[config.mk]
export PLATFORM = sky130hd
export DESIGN_NAME = pipe_stage_reg
export DESIGN_NICKNAME = d
export VERILOG_FILES = /design/src/rtl/riscv_pipe_pkg.sv /design/src/rtl/pipe_stage_reg.sv
export SDC_FILE = /design/constraint.sdc
export NUM_CORES = 1
export LEC_CHECK = 0
export BUFFER_PORTS_ARGS = -buffer_cell sky130_fd_sc_hd__buf_2
export CORE_MARGIN = 2
export CORE_UTILIZATION = 46
export CTS_BUF_LIST = sky130_fd_sc_hd__clkbuf_4 sky130_fd_sc_hd__clkbuf_8
export DETAILED_ROUTE_END_ITERATION = 16
export MAX_ROUTING_LAYER = met4
export PLACE_DENSITY = 0.71
export SKIP_CTS_REPAIR_TIMING = 1
export SLEW_MARGIN = 20
export SYNTH_ARGS = -nofsm -noshare
export SYNTH_HDL_FRONTEND = slang
export SYNTH_SLANG_ARGS = --single-unit
[constraint.sdc]
create_clock -name clk -period 1.4 [get_ports clk]
set_input_delay 0.14 -clock clk [delete_from_list [all_inputs] [get_ports clk]]
set_output_delay 0.14 -clock clk [all_outputs]
set_load 0.005 [all_outputs]
[src/rtl/riscv_pipe_pkg.sv]
`default_nettype none
// ============================================================================
// Module   : riscv_pipe_pkg
// Brief    : Shared pipeline-stage constants (state encoding, default XLEN).
// Revision : 1.0 - initial release
// ============================================================================
package riscv_pipe_pkg;

   localparam int XLEN = 32;

   localparam logic [1:0] ST_EMPTY = 2'd0;
   localparam logic [1:0] ST_BUSY  = 2'd1;
   localparam logic [1:0] ST_FULL  = 2'd2;

endpackage
`default_nettype wire

[src/rtl/pipe_stage_reg.sv]
`default_nettype none
// ============================================================================
// Module   : pipe_stage_reg
// Brief    : Valid/ready pipeline stage register with optional skid buffer and flush.
// Revision : 1.0 - initial release
// ============================================================================
module pipe_stage_reg
   import riscv_pipe_pkg::*;
#(
   parameter int               WIDTH     = XLEN,
   parameter logic [WIDTH-1:0] RESET_VAL = '0,
   parameter int               SKID      = 1
) (
   input  logic             clk,
   input  logic             rst_n,
   input  logic             flush,
   input  logic             in_valid,
   output logic             in_ready,
   input  logic [WIDTH-1:0] in_data,
   output logic             out_valid,
   input  logic             out_ready,
   output logic [WIDTH-1:0] out_data,
   output logic [1:0]       occupancy
);

   logic [1:0]       r_state;
   logic [1:0]       w_state_nxt;
   logic             r_out_valid;
   logic [WIDTH-1:0] r_main;
   logic [WIDTH-1:0] w_skid_q;
   logic             w_in_xfer;
   logic             w_out_xfer;
   logic             w_main_ld;
   logic             w_main_from_skid;
   logic             w_skid_ld;

   assign w_in_xfer  = in_valid && in_ready;
   assign w_out_xfer = r_out_valid && out_ready;

   always_comb begin
      w_state_nxt      = r_state;
      w_main_ld        = 1'b0;
      w_main_from_skid = 1'b0;
      w_skid_ld        = 1'b0;
      case (r_state)
         ST_EMPTY: begin
            if (w_in_xfer) begin
               w_main_ld   = 1'b1;
               w_state_nxt = ST_BUSY;
            end
         end
         ST_BUSY: begin
            if (w_in_xfer && w_out_xfer) begin
               w_main_ld = 1'b1;
            end else if (w_in_xfer) begin
               w_skid_ld   = 1'b1;
               w_state_nxt = ST_FULL;
            end else if (w_out_xfer) begin
               w_state_nxt = ST_EMPTY;
            end
         end
         ST_FULL: begin
            if (out_ready) begin
               w_main_ld        = 1'b1;
               w_main_from_skid = 1'b1;
               w_state_nxt      = ST_BUSY;
            end
         end
         default: w_state_nxt = ST_EMPTY;
      endcase
      // Flush only clears validity; payload registers are left untouched.
      if (flush) begin
         w_state_nxt      = ST_EMPTY;
         w_main_ld        = 1'b0;
         w_main_from_skid = 1'b0;
         w_skid_ld        = 1'b0;
      end
   end

   always_ff @(posedge clk) begin
      if (!rst_n) begin
         r_state     <= ST_EMPTY;
         r_out_valid <= 1'b0;
         r_main      <= RESET_VAL;
      end else begin
         r_state     <= w_state_nxt;
         r_out_valid <= (w_state_nxt != ST_EMPTY);
         if (w_main_ld) begin
            r_main <= w_main_from_skid ? w_skid_q : in_data;
         end
      end
   end

   generate
      if (SKID != 0) begin : g_skid
         logic [WIDTH-1:0] r_skid;
         logic             r_in_ready;

         always_ff @(posedge clk) begin
            if (!rst_n) begin
               r_skid     <= RESET_VAL;
               r_in_ready <= 1'b1;
            end else begin
               r_in_ready <= (w_state_nxt != ST_FULL);
               if (w_skid_ld) begin
                  r_skid <= in_data;
               end
            end
         end

         assign w_skid_q = r_skid;
         assign in_ready = r_in_ready;
      end else begin : g_noskid
         assign w_skid_q = RESET_VAL;
         assign in_ready = !r_out_valid || out_ready;
      end
   endgenerate

   assign out_valid = r_out_valid;
   assign out_data  = r_main;
   assign occupancy = r_state;

endmodule
`default_nettype wire

==> results of run 1 <==
[sequential cells by signal, indices dropped and copies added, names as in the netlist]
signal / count
out_valid: 1
out_data: 32
occupancy: 2
in_ready: 1
g_skid.r_skid: 32
[routing by layer]
metal	global-route usage (%)	vias to the layer above	routed length, µm
met2	33.29	55	3684
li1	-	1272	-
met3	4.961	6	278
met5	-	-	0
met4	5.628	0	72
met1	24.89	1243	3400
[worst min-delay path by stage]
stage	end	slack, ns	startpoint
2_1_floorplan	g_skid.r_skid[0]	0.27	in_data[0]
3_3_place_gp	g_skid.r_skid[12]	0.39	in_data[12]
3_5_place_dp	g_skid.r_skid[13]	0.40	in_data[13]
4_1_cts	g_skid.r_skid[13]	0.04	in_data[13]
5_1_grt	g_skid.r_skid[25]	0.04	in_data[25]
6_report	g_skid.r_skid[5]	0.04	in_data[5]
[stage by stage]
step	cells	TNS, ns	setup WS, ns
finish	479	-4.499	-0.1163
global route	479	-8.710	-0.1912
CTS	474	-5.659	-0.1289
detailed placement	459	-4.511	-0.1052
global placement	459	-3.330	-0.06139
floorplan	312	-4.825	-0.1376
[power by group]
part | total [W] | internal [W] | switching (W)
combinational | 0.000548 | 0.000280 | 0.000268
sequential | 0.00207 | 0.00202 | 0.0000485
clock | 0.00158 | 0.000852 | 0.000729
[final cells by class]
cell class	instances	area (µm²)	area share, %
Clock inverter	5	52.55	1.320
Timing Repair Buffer	104	742.0	18.63
Multi-Input combinational cell	214	1582	39.71
Tap cell	77	96.34	2.419
Clock buffer	10	137.6	3.456
Sequential cell	68	1369	34.37
Inverter	1	3.754	0.09425
[worst min-delay path, stage by stage]
cell      delay, ns
buf_2          0.10
nand2_1        0.05
a21boi_1       0.05
[cells by family after synthesis]
logic type | Yosys count | share of synthesized area (%)
AND/OR/NAND/NOR | 110 | 17.30
AO/OA/AOI/OAI | 71 | 20.25
flip-flops | 68 | 45.24
multiplexers | 32 | 10.64
buffers and inverters | 30 | 6.279
XOR/XNOR | 1 | 0.2911
[Yosys cell counts]
cell type,count,area [µm²]
a21boi_0,2,15.01
a21boi_1,30,225.2
a21oi_1,3,15.01
and2_1,1,6.260
and4bb_2,1,12.51
buf_2,7,35.03
buf_6,9,101.4
clkbuf_1,13,48.80
dfxtp_1,68,1361
inv_1,1,3.750
mux2i_1,32,320.3
nand2_1,67,251.5
nand2b_4,1,13.76
nand3_1,32,160.2
nand3b_1,2,15.01
nand4bb_1,1,11.26
nor2_1,2,7.510
nor4b_1,1,8.760
nor4b_4,1,23.77
o211a_1,32,320.3
o211ai_2,1,12.51
o21a_1,1,7.510
o21ai_0,1,5.000
o22a_1,1,8.760
or4b_1,1,10.01
xnor2_1,1,8.760
==> summary.md, run 1 <==
| Metric | Value |
|---|---|
| Initial antenna violation count | 0 |
| Port Buf Inserts | 72 |
| Post-route DRC | 0 |
| Post-DR wirelength/cell | 15.52 µm |
| Ratio of cells with drive above 1 in the final layout | 38.81% |
| Num ports | 73 |
| Pwr Total | approximately 0.0042 W |
| Final GP Congestion | 0.8043 |
| VDD IR-drop max | between 700 and 800 µV |
| Endpoint class of the critical path | flop |
| Fin nets | approximately 440 |
| Relative slew slack | a little under three quarters |
| Die Span Y | between 80 and 90 µm |
| CTS tree | yes |
| Synth warnings | 0 |
| HP Class | in -> reg |
| Core area | about 6300 µm² |
| Max_cap viols | 0 |
| Critical Path Most Common Cell | buf_6 |
| Most common cell after layout, fill and taps aside | buf_2 |
| Worst setup slack after layout | -0.1163 ns |
| Status | complete, but fails checks |
| Final setup fails | 65 |
| Crit-path max FO | 8 |
| Area of the die | between 7000 and 8000 µm² |
| Worst-Skew Late Latency | 0.34 ns |
| Fin Hold WS | about 0.044 ns |
| Post-synthesis sequential element count | 68 |
| Fill cells | 537 |
| Hpwl dp | around 4600 µm |
| Critical path buffers and inverters | 3 |
| Die W | 84.88 µm |
| Final Cycle Share | 108.3% |
| Hold Path Stages | 3 |
| Fin. Hold Viols | 0 |
| Vias after detailed routing | 2576 |
| Power Density | between 1000 and 1500 nW/µm² |
| Crit path required time | about 1.7 ns |
| Synthesized cell area | between 3000 and 4000 µm² |
| Cell Rows | 29 |
| Post-synthesis cell type count | 26 |
| Syn Inst Count | about 310 |
| Sequential area share after synthesis | 45.24% |
| Area after DPL | roughly 3600 µm² |
| Crit path depth | 7 |
| DRT Wirelength | roughly 7400 µm |
| Sink Count | 68 |
| Setup slack, reg-to-reg | -0.12 ns |
| Crit path cell chain | nand2b_4 > buf_6 > nor4b_4 > buf_6 > clkbuf_16 > nand2_2 > a21boi_1 |
| Reg-to-reg endpoint | g_skid.r_skid[27] |
| Failing checks | setup timing |
| Initial Util | 47.39% |
| Most frequent cells in the layout | 72 x buf_2, 66 x dfxtp_1, 48 x nand2_1 |
| F_max | ~660 MHz |
| ANT nets after route | 0 |
| Setup CP Type | reg -> reg |
| Tmin final | between 1.5 and 2 ns |
| Grt ovf | 0 |
| Final Core Density | between 60% and 70% |
| Vias in the first global route | between 2000 and 2500 |
| Root Driver | clkbuf_8 |
| Crit path launch type | flop |
| H-Tree Depth | 3 |
| Num CTS Buffers | 9 |
| Worst Setup EP | g_skid.r_skid[27] |
| Initial detailed-routing violation count | 108 |
| Max-slew violation count | 0 |
| Synth-to-layout area growth | 32.35% |
| Slew of the pin with the lowest slew margin | approximately 0.42 ns |
| CP max stage cell | dfxtp_4 |
| Bufs on Longest Clock Path | 2 |
| Final Cell Area | 3983 µm² |
| Worst Path Arrival | between 1.5 and 2 ns |
| DR vias/cell | 5.378 |
| Largest net degree at the start of global routing | 32 |
| Delay-heaviest family, CP | buffers and inverters |
| Avg Cell Area, Syn | 9.645 µm² |
| Reg2Reg Depth | 7 |
| 1st-pass router iterations | 4 |
| Worst Skew | 0.006558 ns |
| Syn_nets | 349 |
| RSZ-0062 raised after global routing | true |
| Clk pin slew, worst setup/hold paths | 0.07 ns |
| Leakage power | between 1.5 and 2 nW |
| GRT Util Overall | approximately a fifth |
| Crit path largest cell delay | about 0.36 ns |
| Worst setup path start | occupancy[1] |
| First-pass GRT wire length | about 11000 µm |
| R2R Path Start | occupancy[1] |
| N_diodes | 0 |
(Power assumes the default switching activity.)
==> run 2: changes to the inputs <==
--- a/config.mk
+++ b/config.mk
@@ -8,9 +8,9 @@
 export BUFFER_PORTS_ARGS = -buffer_cell sky130_fd_sc_hd__buf_2
 export CORE_MARGIN = 2
-export CORE_UTILIZATION = 46
+export CORE_UTILIZATION = 50
 export CTS_BUF_LIST = sky130_fd_sc_hd__clkbuf_4 sky130_fd_sc_hd__clkbuf_8
 export DETAILED_ROUTE_END_ITERATION = 16
 export MAX_ROUTING_LAYER = met4
-export PLACE_DENSITY = 0.71
+export PLACE_DENSITY = 0.76
 export SKIP_CTS_REPAIR_TIMING = 1
 export SLEW_MARGIN = 20
==> constraint.sdc (replaced) <==
create_clock -name clk -period 1.4 [get_ports clk]
set_input_delay 0.14 -clock clk [delete_from_list [all_inputs] [get_ports clk]]
set_output_delay 0.14 -clock clk [all_outputs]
set_load 0.05 [all_outputs]
==> summary.md, run 2 (synthesis results as in run 1) <==
| Metric | Value |
|---|---|
| Status | complete, but fails checks (unchanged) |
| Fin. Hold Viols | 0 (unchanged) |
| Crit-path max FO | 9 (was 8) |
| Final setup fails | 64 (was 65) |
| Initial antenna violation count | 0 (unchanged) |
| Final GP Congestion | 0.8220 (was 0.8043) |
| Failing checks | setup timing (unchanged) |
| Fill cells | 436 (was 537) |
| Sink Count | 68 (unchanged) |
| DRT Wirelength | 7759 µm (was 7436 µm) |
| Grt ovf | 0 (unchanged) |
| 1st-pass router iterations | 5 (was 4) |
| Root Driver | clkbuf_8 (unchanged) |
| Combinational share of power | 19.1% (was 13.0%) |
| Hpwl dp | 4588 µm (was 4581 µm) |
| Ratio of cells with drive above 1 in the final layout | 36.54% (was 38.81%) |
| Fin Hold WS | 0.03684 ns (was 0.04406 ns) |
| Bufs on Longest Clock Path | 2 (unchanged) |
| Largest net degree at the start of global routing | 68 (was 32) |
| Die W | 81.58 µm (was 84.88 µm) |
| Tmin final | 1.516 ns (about the same) |
| Most frequent cells in the layout | 72 x buf_2, 64 x dfxtp_1, 58 x nand2_1 (was 72 x buf_2, 66 x dfxtp_1, 48 x nand2_1) |
| Endpoint class of the critical path | flop (unchanged) |
| RSZ-0062 raised after global routing | true (unchanged) |
| GRT Util Overall | 22.52% (was 20.23%) |
| Most common cell after layout, fill and taps aside | buf_2 (unchanged) |
| Clk pin slew, worst setup/hold paths | 0.07 ns (about the same) |
| Max-slew violation count | 0 (unchanged) |
| CP max stage cell | and4bb_4 (was dfxtp_4) |
| First-pass GRT wire length | 11000 µm (was 11300 µm) |
| Worst-Skew Late Latency | 0.35 ns (was 0.34 ns) |
| Initial detailed-routing violation count | 128 (was 108) |
| Crit path required time | 1.64 ns (was 1.67 ns) |
| Crit path cell chain | and4bb_4 > clkbuf_16 > mux2i_1 > nand3_1 > o211a_1 (was nand2b_4 > buf_6 > nor4b_4 > buf_6 > clkbuf_16 > nand2_2 > a21boi_1) |
| Vias in the first global route | 2422 (was 2354) |
| Num ports | 73 (unchanged) |
| N_diodes | 0 (unchanged) |
| Relative slew slack | 60.99% (was 71.90%) |
| Worst Path Arrival | 1.75 ns (was 1.79 ns) |
| Clock network fraction of total power | 33.5% (was 37.7%) |
| Setup slack, reg-to-reg | -0.12 ns (about the same) |
| Sequential share of power | 47.4% (was 49.3%) |
| Crit path largest cell delay | 0.38 ns (was 0.36 ns) |
| Final Core Density | 68.69% (was 62.72%) |
| Worst Skew | 0.006259 ns (was 0.006558 ns) |
| HP Start | in_data[1] (was in_data[5]) |
| Crit path launch type | flop (unchanged) |
| WHS Endpoint | g_skid.r_skid[1] (was g_skid.r_skid[5]) |
| Port Buf Inserts | 72 (unchanged) |
| Area of the die | 6654 µm² (was 7205 µm²) |
| Core area | 5851 µm² (was 6350 µm²) |
| H-Tree Depth | 3 (unchanged) |
| Int Pwr | 0.003044 W (was 0.003154 W) |
| F_max | 659.8 MHz (was 659.5 MHz) |
| Switching pwr | 0.001315 W (was 0.001046 W) |
| Slew of the pin with the lowest slew margin | 0.5771 ns (was 0.4214 ns) |
| Setup CP Type | reg -> reg (unchanged) |
| DR vias/cell | 5.558 (was 5.378) |
| Reg-to-reg endpoint | out_data[3] (was g_skid.r_skid[27]) |
| Initial Util | 51.43% (was 47.39%) |
| Max_cap viols | 0 (unchanged) |
| Power Density | 1085 nW/µm² (was 1054 nW/µm²) |
| Post-route DRC | 0 (unchanged) |
| CTS tree | yes (unchanged) |
| R2R Path Start | occupancy[0] (was occupancy[1]) |
| ANT nets after route | 0 (unchanged) |
| Hold Path Stages | 3 (unchanged) |
| Num CTS Buffers | 9 (unchanged) |
| Reg2Reg Depth | 5 (was 7) |
| Final Cycle Share | 108.3% (about the same) |
| Synth-to-layout area growth | 33.55% (was 32.35%) |
| Vias after detailed routing | 2668 (was 2576) |
| Worst setup slack after layout | -0.1156 ns (was -0.1163 ns) |
| Cell Rows | 28 (was 29) |
| Pre-CTS WS | -0.09445 ns (was -0.1052 ns) |
| Fin nets | 437 (was 435) |
| Leakage power | 1.937 nW (was 1.915 nW) |
| HP Class | in -> reg (unchanged) |
| Die Span Y | 81.58 µm (was 84.88 µm) |
| VDD IR-drop max | 623.7 µV (was 768.9 µV) |
| Switch share | 30.17% (was 24.90%) |
| Post-DR wirelength/cell | 16.16 µm (was 15.52 µm) |
==> run 2: changes by cell type in the layout (fill, tap and decap cells not counted), moves of 3 or more <==
cell and change:
buf_4 -6, nand2_1 +10, nand2_2 -10, clkbuf_16 +3
a21boi_2 -3, buf_6 +6
==> run 2: final cells by class <==
cell class	count	area [µm²]	area share, %
multi-input combinational	214	1553	38.64
sequential	68	1374	34.18
clock buffer	12	152.6	3.798
inverter	1	3.754	0.09340
tap	75	93.84	2.335
clock inverter	4	22.52	0.5604
timing repair buffer	106	819.5	20.39
==> run 2: worst max path at each step <==
| stage | end | from | depth (start not counted) | slack [ns] |
|---|---|---|---|---|
| finish | out_data[3] | occupancy[0] | 5 | -0.12 |
| global route | out_data[3] | occupancy[0] | 5 | -0.19 |
| CTS | g_skid.r_skid[14] | occupancy[1] | 5 | -0.11 |
| detailed placement | g_skid.r_skid[14] | occupancy[1] | 5 | -0.09 |
| global placement | g_skid.r_skid[0] | occupancy[1] | 5 | -0.05 |
| floorplan | g_skid.r_skid[26] | occupancy[1] | 7 | -0.24 |
==> run 2: per-stage QoR <==
stage               instance area (µm²)  std cells  power [W]  TNS, ns
floorplan                          3055        312   0.002640   -12.10
global placement                   3545        454   0.002869   -1.487
detailed placement                 3545        454   0.002880   -3.276
CTS                                3720        470   0.004315   -4.419
global route                       4019        480   0.004534   -6.416
finish                             4019        480   0.004359   -2.734
==> run 2: power by group through the flow <==
stage	logic [W]	registers, W	clock network [W]
final	0.000831	0.00207	0.00146
after global routing	0.000887	0.00208	0.00157
after CTS	0.000771	0.00207	0.00148
after detailed placement	0.000770	0.00211	0
after global placement	0.000763	0.00211	0
after floorplan	0.000263	0.00238	0
==> run 2: metal layers <==
metal / vias to the layer above / global-route usage [%] / wire length [µm]
li1: 1276 / - / -
met1: 1296 / 26.70 / 3334
met2: 80 / 36.56 / 3860
met3: 16 / 5.495 / 412
met4: 0 / 9.667 / 152
met5: - / - / 0
==> run 2: worst max-delay path, delay by kind of cell, from the launching register on <==
| kind | cells | cell delay [ns] |
|---|---|---|
| AO/OA/AOI/OAI | 1 | 0.14 |
| multiplexers | 1 | 0.22 |
| buffers and inverters | 1 | 0.19 |
| AND/OR/NAND/NOR | 2 | 0.49 |
| flip-flops | 1 | 0.37 |
==> run 3: changes to the inputs <==
SETUP_SLACK_MARGIN = 0.15   (was unset)
==> summary.md, run 3 (synthesis results as in run 1) <==
| Metric | Value |
|---|---|
| Post-DR wirelength/cell | 16.47 µm (was 16.16 µm) |
| Final setup fails | 65 (was 64) |
| Die W | 81.58 µm (unchanged) |
| Grt ovf | 0 (unchanged) |
| Core area | 5851 µm² (unchanged) |
| Int Pwr | 0.003333 W (was 0.003044 W) |
| Vias after detailed routing | 2668 (unchanged) |
| ANT nets after route | 0 (unchanged) |
| Most common cell after layout, fill and taps aside | buf_2 (unchanged) |
| Worst-Skew Late Latency | 0.34 ns (was 0.35 ns) |
| Clock network fraction of total power | 37.0% (was 33.5%) |
| Crit path launch type | flop (unchanged) |
| Sequential share of power | 44.6% (was 47.4%) |
| Area used by multi-input combinational logic | 1593 µm² (was 1553 µm²) |
| Combinational share of power | 18.4% (was 19.1%) |
| Worst Skew | 0.007061 ns (was 0.006259 ns) |
| Post-route DRC | 0 (unchanged) |
| HP Start | in_data[22] (was in_data[1]) |
| H-Tree Depth | 3 (unchanged) |
| Hpwl dp | 4615 µm (was 4588 µm) |
| CTS tree | yes (unchanged) |
| Initial antenna violation count | 0 (unchanged) |
| Worst setup path start | occupancy[1] (was occupancy[0]) |
| Cell Rows | 28 (unchanged) |
| Clk pin slew, worst setup/hold paths | 0.07 ns (about the same) |
| Leakage power | 1.974 nW (was 1.937 nW) |
| Root Driver | clkbuf_8 (unchanged) |
| Bufs on Longest Clock Path | 2 (unchanged) |
| Ratio of cells with drive above 1 in the final layout | 39.90% (was 36.54%) |
| Area of the die | 6654 µm² (unchanged) |
| Crit path required time | 1.67 ns (was 1.64 ns) |
| Met1 GRT Util | 28.42% (was 26.70%) |
| DRT Wirelength | 7923 µm (was 7759 µm) |
| Fin. Hold Viols | 0 (unchanged) |
| Slew of the pin with the lowest slew margin | 0.3425 ns (was 0.5771 ns) |
| Switch share | 28.27% (was 30.17%) |
| Sink Count | 68 (unchanged) |
| Final Cycle Share | 111.7% (was 108.3%) |
| GR Util met3 | 5.275% (was 5.495%) |
| Critical path buffers and inverters | 3 (was 1) |
| Met2 Resource Use GR | 34.75% (was 36.56%) |
| RSZ-0062 raised after global routing | true (unchanged) |
| Max_cap viols | 0 (unchanged) |
| Switching pwr | 0.001314 W (was 0.001315 W) |
| N_diodes | 0 (unchanged) |
| Final GP Congestion | 0.7651 (was 0.8220) |
| Crit-path max FO | 6 (was 9) |
| Delay-heaviest family, CP | buffers and inverters (was simple AND/OR/NAND/NOR gates) |
| GRT Util Overall | 22.58% (was 22.52%) |
| Num ports | 73 (unchanged) |
| Largest net degree at the start of global routing | 30 (was 68) |
| Worst setup slack after layout | -0.1644 ns (was -0.1156 ns) |
| HP Class | in -> reg (unchanged) |
| Critical Path Most Common Cell | buf_6 |
| Fin nets | 439 (was 437) |
| Relative slew slack | 76.84% (was 60.99%) |
| Worst Path Arrival | 1.84 ns (was 1.75 ns) |
| Synth-to-layout area growth | 36.72% (was 33.55%) |
| 1st-pass router iterations | 4 (was 5) |
| Fill cells | 428 (was 436) |
| Register area | 1374 µm² (unchanged) |
| Endpoint class of the critical path | flop (unchanged) |
| R2R Path Start | occupancy[1] (was occupancy[0]) |
| Status | complete, but fails checks (unchanged) |
| Failing checks | setup timing (unchanged) |
| Max-slew violation count | 0 (unchanged) |
| Vias in the first global route | 2242 (was 2422) |
| Initial detailed-routing violation count | 139 (was 128) |
| Fin Hold WS | 0.03668 ns (was 0.03684 ns) |
| Crit path largest cell delay | 0.36 ns (was 0.38 ns) |
| Setup CP Type | reg -> reg (unchanged) |
| First-pass GRT wire length | 10970 µm (was 11000 µm) |
| F_max | 639.2 MHz (was 659.8 MHz) |
| Tmin final | 1.564 ns (was 1.516 ns) |
| DR vias/cell | 5.547 (was 5.558) |
| Die Span Y | 81.58 µm (unchanged) |
| Crit path cell chain | nand2b_4 > buf_6 > nor4b_4 > buf_6 > clkbuf_16 > nand2_2 > a21boi_1 (was and4bb_4 > clkbuf_16 > mux2i_1 > nand3_1 > o211a_1) |
| VDD IR-drop max | 717.1 µV (was 623.7 µV) |
| Power Density | 1129 nW/µm² (was 1085 nW/µm²) |
| CP max stage cell | dfxtp_4 (was and4bb_4) |
| Global routing's busiest layer | met2 (unchanged) |
| Num CTS Buffers | 9 (unchanged) |
| Initial Util | 51.43% (unchanged) |
| Port Buf Inserts | 72 (unchanged) |
| Most frequent cells in the layout | 71 x buf_2, 64 x dfxtp_1, 53 x nand2_1 (was 72 x buf_2, 64 x dfxtp_1, 58 x nand2_1) |
| Pwr Total | 0.004646 W (was 0.004359 W) |
## run 3: path summary, 6_finish.rpt
path	end	slack, ns	cells after the start
worst min register to register	g_skid.r_skid[18]	0.45	2
worst min-delay path	g_skid.r_skid[22]	0.04	3
worst max-delay path	g_skid.r_skid[28]	-0.16	7
worst max register to register	g_skid.r_skid[28]	-0.16	7
## run 3: power groups by stage
| stage | registers, W | clock network (W) | logic (W) |
|---|---|---|---|
| after global placement | 0.00211 | 0 | 0.000760 |
| after global routing | 0.00208 | 0.00184 | 0.000909 |
| after floorplan | 0.00238 | 0 | 0.000268 |
| after CTS | 0.00207 | 0.00174 | 0.000771 |
| after detailed placement | 0.00211 | 0 | 0.000767 |
| final | 0.00207 | 0.00172 | 0.000856 |
## run 3: per-stage QoR
step	instance area [µm²]	std cells	utilization, %	setup TNS (ns)	setup slack [ns]
floorplan	3065	312	-	-12.16	-0.2384
global placement	3552	455	60.71	-2.960	-0.08286
detailed placement	3552	455	60.71	-4.240	-0.09531
CTS	3762	470	64.31	-6.532	-0.1459
global route	4114	481	70.32	-9.194	-0.2011
finish	4114	481	70.32	-5.512	-0.1644
## run 3: layout make-up
type | instances | share of cell area, %
repair buffers | 108 | 20.41
well taps | 75 | 2.281
inverters | 1 | 0.09124
multi-input cells | 214 | 38.72
clock buffers | 14 | 4.380
clock inverters | 1 | 0.7299
flip-flops and latches | 68 | 33.39
## run 3: routing by layer
layer,part of all wire (%),vias up,routed length (µm)
met3,4.4,10,346
met4,1.4,0,112
met5,0,-,0
met2,50,66,3930
li1,-,1286,-
met1,45,1306,3534
## run 3: worst min-delay path: stages
cell,delay [ns]
buf_2,0.10
nand2_1,0.05
a21boi_1,0.05
